==> src/rtl/uart_rx_sequencer_if.sv <==
// Signal bundle between the UART receive sequencer and its surroundings:
// filtered serial line and enable in, byte buffer handshake and status out.
interface uart_rx_sequencer_if #(
  parameter int DATA_BITS = 8
);
  logic                 rxIn;
  logic                 enableIn;
  logic                 readyIn;
  logic [DATA_BITS-1:0] dataOut;
  logic                 validOut;
  logic                 frameErrorOut;
  logic                 overrunOut;
  logic                 busyOut;
  logic [2:0]           dbgStateOut;

  modport slave (
    input  rxIn, enableIn, readyIn,
    output dataOut, validOut, frameErrorOut, overrunOut, busyOut, dbgStateOut
  );

  modport master (
    output rxIn, enableIn, readyIn,
    input  dataOut, validOut, frameErrorOut, overrunOut, busyOut, dbgStateOut
  );
endinterface

==> src/rtl/uart_rx_sequencer.sv <==
// Turns the filtered, idle-high RX stream into parallel bytes: start detect,
// mid-bit sampling LSB-first, stop check, one-entry output buffer.
module uart_rx_sequencer #(
  parameter int CLKS_PER_BIT = 16,
  parameter int DATA_BITS    = 8
) (
  input logic               clkIn,
  input logic               nResetIn,
  uart_rx_sequencer_if.slave bus
);

  localparam int HALF  = CLKS_PER_BIT / 2;
  localparam int CNT_W = $clog2(CLKS_PER_BIT);
  localparam int IDX_W = $clog2(DATA_BITS + 1);

  localparam logic [CNT_W-1:0] HALF_M1  = CNT_W'(HALF - 1);
  localparam logic [CNT_W-1:0] BIT_M1   = CNT_W'(CLKS_PER_BIT - 1);
  localparam logic [CNT_W-1:0] CNT_ONE  = CNT_W'(1);
  localparam logic [IDX_W-1:0] LAST_IDX = IDX_W'(DATA_BITS - 1);
  localparam logic [IDX_W-1:0] IDX_ONE  = IDX_W'(1);

  typedef enum logic [2:0] {
    S_IDLE      = 3'd0,
    S_START     = 3'd1,
    S_DATA      = 3'd2,
    S_STOP      = 3'd3,
    S_WAIT_HIGH = 3'd4
  } state_e;

  state_e               state_q, state_d;
  logic [CNT_W-1:0]     cnt_q, cnt_d;
  logic [IDX_W-1:0]     bit_idx_q, bit_idx_d;
  logic [DATA_BITS-1:0] shift_q, shift_d;
  logic [DATA_BITS-1:0] data_q, data_d;
  logic                 valid_q, valid_d;
  logic                 ferr_q, ferr_d;
  logic                 ovr_q, ovr_d;

  // Handshake: a byte is transferred on a rising edge where validOut and
  // readyIn are both 1; validOut stays high until then, and a byte loaded on
  // the same edge as a transfer replaces the consumed one.
  always_comb begin
    state_d   = state_q;
    cnt_d     = cnt_q;
    bit_idx_d = bit_idx_q;
    shift_d   = shift_q;
    data_d    = data_q;
    valid_d   = valid_q;
    ferr_d    = 1'b0;
    ovr_d     = 1'b0;

    if (valid_q && bus.readyIn) begin
      valid_d = 1'b0;
    end

    if (!bus.enableIn) begin
      state_d = S_IDLE;
      cnt_d   = '0;
    end else begin
      case (state_q)
        S_IDLE: begin
          cnt_d = '0;
          if (!bus.rxIn) begin
            state_d = S_START;
          end
        end
        S_START: begin
          if (cnt_q != HALF_M1) begin
            cnt_d = cnt_q + CNT_ONE;
          end else begin
            cnt_d = '0;
            if (!bus.rxIn) begin
              state_d   = S_DATA;
              bit_idx_d = '0;
            end else begin
              state_d = S_IDLE;
            end
          end
        end
        S_DATA: begin
          if (cnt_q != BIT_M1) begin
            cnt_d = cnt_q + CNT_ONE;
          end else begin
            cnt_d     = '0;
            shift_d   = {bus.rxIn, shift_q[DATA_BITS-1:1]};
            bit_idx_d = bit_idx_q + IDX_ONE;
            if (bit_idx_q == LAST_IDX) begin
              state_d = S_STOP;
            end
          end
        end
        S_STOP: begin
          if (cnt_q != BIT_M1) begin
            cnt_d = cnt_q + CNT_ONE;
          end else begin
            cnt_d = '0;
            if (bus.rxIn) begin
              state_d = S_IDLE;
              if (!valid_q || bus.readyIn) begin
                data_d  = shift_q;
                valid_d = 1'b1;
              end else begin
                ovr_d = 1'b1;
              end
            end else begin
              ferr_d  = 1'b1;
              state_d = S_WAIT_HIGH;
            end
          end
        end
        S_WAIT_HIGH: begin
          // A held-low line (break) must return high before a new start counts.
          if (bus.rxIn) begin
            state_d = S_IDLE;
          end
        end
        default: begin
          state_d = S_IDLE;
          cnt_d   = '0;
        end
      endcase
    end
  end

  always_ff @(posedge clkIn or negedge nResetIn) begin
    if (!nResetIn) begin
      state_q   <= S_IDLE;
      cnt_q     <= '0;
      bit_idx_q <= '0;
      shift_q   <= '0;
      data_q    <= '0;
      valid_q   <= 1'b0;
      ferr_q    <= 1'b0;
      ovr_q     <= 1'b0;
    end else begin
      state_q   <= state_d;
      cnt_q     <= cnt_d;
      bit_idx_q <= bit_idx_d;
      shift_q   <= shift_d;
      data_q    <= data_d;
      valid_q   <= valid_d;
      ferr_q    <= ferr_d;
      ovr_q     <= ovr_d;
    end
  end

  assign bus.dataOut       = data_q;
  assign bus.validOut      = valid_q;
  assign bus.frameErrorOut = ferr_q;
  assign bus.overrunOut    = ovr_q;
  assign bus.busyOut       = (state_q != S_IDLE);
  assign bus.dbgStateOut   = state_q;

endmodule

==> src/flat_wrapper.sv <==
// flat-port wrapper written by rule: the top's interface ports become plain ports
module uart_rx_sequencer_flat 
#(
  parameter int CLKS_PER_BIT = 16,
  parameter int DATA_BITS    = 8
)
  (clkIn, nResetIn, bus_rxIn, bus_enableIn, bus_readyIn, bus_dataOut, bus_validOut, bus_frameErrorOut, bus_overrunOut, bus_busyOut, bus_dbgStateOut);
  uart_rx_sequencer_if #(.DATA_BITS(DATA_BITS)) bus_i ();
  input logic clkIn;
  input logic nResetIn;
  input wire logic [$bits(bus_i.rxIn)-1:0] bus_rxIn;
  input wire logic [$bits(bus_i.enableIn)-1:0] bus_enableIn;
  input wire logic [$bits(bus_i.readyIn)-1:0] bus_readyIn;
  output wire logic [$bits(bus_i.dataOut)-1:0] bus_dataOut;
  output wire logic [$bits(bus_i.validOut)-1:0] bus_validOut;
  output wire logic [$bits(bus_i.frameErrorOut)-1:0] bus_frameErrorOut;
  output wire logic [$bits(bus_i.overrunOut)-1:0] bus_overrunOut;
  output wire logic [$bits(bus_i.busyOut)-1:0] bus_busyOut;
  output wire logic [$bits(bus_i.dbgStateOut)-1:0] bus_dbgStateOut;
  assign bus_i.rxIn = bus_rxIn;
  assign bus_i.enableIn = bus_enableIn;
  assign bus_i.readyIn = bus_readyIn;
  assign bus_dataOut = bus_i.dataOut;
  assign bus_validOut = bus_i.validOut;
  assign bus_frameErrorOut = bus_i.frameErrorOut;
  assign bus_overrunOut = bus_i.overrunOut;
  assign bus_busyOut = bus_i.busyOut;
  assign bus_dbgStateOut = bus_i.dbgStateOut;
  uart_rx_sequencer #(.CLKS_PER_BIT(CLKS_PER_BIT), .DATA_BITS(DATA_BITS)) u_core (.clkIn(clkIn), .nResetIn(nResetIn), .bus(bus_i));
endmodule
==> config.mk <==
export PLATFORM = sky130hd
export DESIGN_NAME = uart_rx_sequencer_flat
export DESIGN_NICKNAME = d
export VERILOG_FILES = /design/src/rtl/uart_rx_sequencer_if.sv /design/src/rtl/uart_rx_sequencer.sv /design/src/flat_wrapper.sv
export SDC_FILE = /design/constraint.sdc
export NUM_CORES = 1
export LEC_CHECK = 0
export BUFFER_PORTS_ARGS = -buffer_cell sky130_fd_sc_hd__buf_2
export CORE_ASPECT_RATIO = 0.9
export CORE_UTILIZATION = 50
export DETAILED_ROUTE_END_ITERATION = 7
export GPL_ROUTABILITY_DRIVEN = 0
export GPL_TIMING_DRIVEN = 0
export HOLD_SLACK_MARGIN = 0.1
export PLACE_DENSITY = 0.69
export SETUP_SLACK_MARGIN = 0.05
export SYNTH_ARGS = -nofsm -noshare
export SYNTH_HDL_FRONTEND = slang
export SYNTH_SLANG_ARGS = --single-unit
==> constraint.sdc <==
create_clock -name clkIn -period 4.9 [get_ports clkIn]
set_input_delay 0.245 -clock clkIn [delete_from_list [all_inputs] [get_ports clkIn]]
set_output_delay 0.245 -clock clkIn [all_outputs]
set_load 0.1 [all_outputs]
==> flow_summary.yaml <==
cells_and_area:
  fin_nets: 167
  mostFrequentLayoutCell: "dfrtp_1"
  syn_to_final_growth_pct: 12.91
  n_antenna_cell: 0
  design_area_um2: 1750
  final_layout_size_suffix_gt1_share_pct: 28.13
  most-common-layout-cells: "30 x dfrtp_1, 21 x buf_2, 9 x nand2_1, 9 x mux2_1"
clock_tree:
  clock_sink_count: 30
  clk_pin_slew_worst_paths_ns: 0.09
  worstSkewPairLatency_ns: 0.33
  h-tree-depth: 2
  cts_tree: "done"
  clockRootBuffer: "clkbuf_4"
  post_cts_buffers: 0
  cts_made_buffers: 5
  cts_max_path_buffers: 2
placement:
  dp_hpwl_um: 2018
  io_buffers: 19
  dpl_cell_area_um2: 1695
worst_hold_path:
  hold_path.class: "primary input to flip-flop"
synth:
  async_flop_share_pct: 100.0
  synth.distinct_cells: 45
  synthCells: 133
  ys_ff_latch: 30
  ys.flop_type: "dfrtp_1"
  ys.warnings.count: 0
  yosysSeqAreaShare_pct: 48.43
  synth_edf_count: 0
  syn_avg_cell_area_um2: 11.66
  syn_area_um2: 1550
  syn-num-nets: 140
timing:
  finClkSkew_ns: 0.007035
  min_period_over_period_pct: 40.49
  setup_violations: 0
  finalHoldViolCount: 0
  tns_ns: 0
  worstMarginPinSlew_ns: 0.6548
  max_freq_mhz: 504.1
  rsz0062_at_grt: "false"
  slew_headroom_pct: 56.35
  slew_viol_final: 0
  post-route-min-period_ns: 1.984
floorplanning:
  rows: 18
  dieArea_um2: 3328
  dieHeight_um: 54.83
  initial_core_util_pct: 54.63
  die_w_um: 60.70
  io-pin-count: 20
  core_um2: 2838
critical_path:
  startpoint: "u_core.cnt_q[0]"
  worstSetupPathType: "flip-flop to flip-flop"
  setup.worst_path.end: "u_core.bus.dataOut[3]"
  arrival_ns: 2.20
  start_kind: "flip-flop"
  cp.required_ns: 5.11
  path_max_fanout: 9
  reg2reg_depth: 7
  reg2reg_slack_ns: 2.92
  critPathCaptureType: "flip-flop"
  rr_startpoint: "u_core.cnt_q[0]"
  worstReg2RegEnd: "u_core.bus.dataOut[3]"
detailed_routing:
  dr_total_vias: 1088
  first_iter_violations: 26
  routed_wirelength_um: 2856
  drc: 0
  ant_nets: 0
  routedWlPerCell_um: 14.28
  viasPerCell: 5.440
  drt_pre_antenna_iters: 4
power:
  power_density_nw_per_um2: 262.3
  cellLeakagePower_nw: 0.8863
  peakVddDrop_mv: 0.1550
status:
  outcome: "finished, final reports clean"
flow_run:
  maxCapViolCount: 0
grt:
  grt_pass1_vias: 1044
  grt_max_degree: 31
  antenna_found_initial: 0
  globalRouteTotalUtil_pct: 20.97
  grt_overflow: 0
  grt_pass1_wl_um: 4795
==> cells by family after synthesis <==
| logic type | share of synthesized area, % |
|---|---|
| xor gates and xnor gates | 1.695 |
| adders and majority gates | 1.614 |
| DFF | 48.43 |
| buffers and inverters | 3.793 |
| and+or+nand+nor | 23.16 |
| muxes | 14.93 |
| AOI/OAI and AO/OA | 6.376 |
==> critical path, cell delays in order (launching register included) <==
cell and delay [ns]:
dfrtp_1 0.41, ha_1 0.16, buf_4 0.15, nand3b_4 0.12, or3_4 0.42, nor2b_2 0.13
buf_6 0.17, mux2_4 0.31
==> registers in the layout, summed over array words and instances, names as in the netlist <==
name                      flops
u_core.bus.dataOut            8
u_core.shift_q                8
u_core.bit_idx_q              4
u_core.cnt_q                  4
u_core.bus.dbgStateOut        3
u_core.bus.frameErrorOut      1
u_core.bus.overrunOut         1
u_core.bus.validOut           1
==> worst min-delay path by stage <==
stage	start	endpoint	slack, ns	cells past startpoint
6_report	bus_readyIn	u_core.bus.overrunOut	0.19	3
3_5_place_dp	nResetIn	u_core.bus.validOut	0.31	1
5_1_grt	bus_readyIn	u_core.bus.overrunOut	0.21	3
4_1_cts	bus_readyIn	u_core.bus.overrunOut	0.18	3
3_3_place_gp	nResetIn	u_core.bus.dataOut[0]	0.30	1
2_1_floorplan	nResetIn	u_core.bit_idx_q[0]	-0.05	0
==> synthesized netlist by cell type, drive strengths merged (3+ instances only) <==
cell    number  area share [%]
o21ai        5             1.6
dfrtp       30              48
nor2         9             2.7
nand3b       3             2.3
nor2b        3             1.4
nand3        6             1.9
nand2        9             2.2
mux2        17              14
nand2b       4             1.6
buf          6             3.1
a21oi        3            0.97
or3          4             1.9
==> timing repair <==
item | CTS | global route
hold endpoints to repair | 30 | 0
hold buffers | 1 | 0
resized for setup | 0 | 0
==> stage by stage <==
| step | total power [mW] | util, % | worst slack (ns) | std cells | hold WS, ns |
|---|---|---|---|---|---|
| 2_1_floorplan | 0.3101 | - | 2.622 | 133 | -0.05059 |
| 6_report | 0.4591 | 61.68 | 2.916 | 200 | 0.1932 |
| 4_1_cts | 0.4639 | 61.68 | 2.917 | 200 | 0.1825 |
| 5_1_grt | 0.4813 | 61.68 | 2.829 | 200 | 0.2086 |
| 3_5_place_dp | 0.3275 | 59.74 | 2.933 | 192 | 0.3104 |
| 3_3_place_gp | 0.3260 | 59.74 | 2.963 | 192 | 0.3005 |
==> final cells by class <==
class,instances,area (µm²)
well taps,40,50.05
fillers,255,1087
clock buffers,7,45.04
multi-input cells,94,740.7
repair buffers,20,105.1
plain buffers,8,55.05
inverters,1,3.754
flip-flops and latches,30,750.7
==> routing by layer <==
layer	GRT usage, %	up-vias	share of wire (%)
met1	26.28	533	47
li1	-	529	-
met5	0	-	0
met4	11.36	0	2.2
met3	5.910	8	3.3
met2	32.97	18	47
==> power breakdown <==
part           total, mW  internal (mW)  switching [mW]
logic             0.0684         0.0187          0.0497
clock network      0.136         0.0540          0.0818
registers          0.255          0.251         0.00409
total              0.459          0.324           0.136
Note: power is estimated with default switching activity, not from simulation.
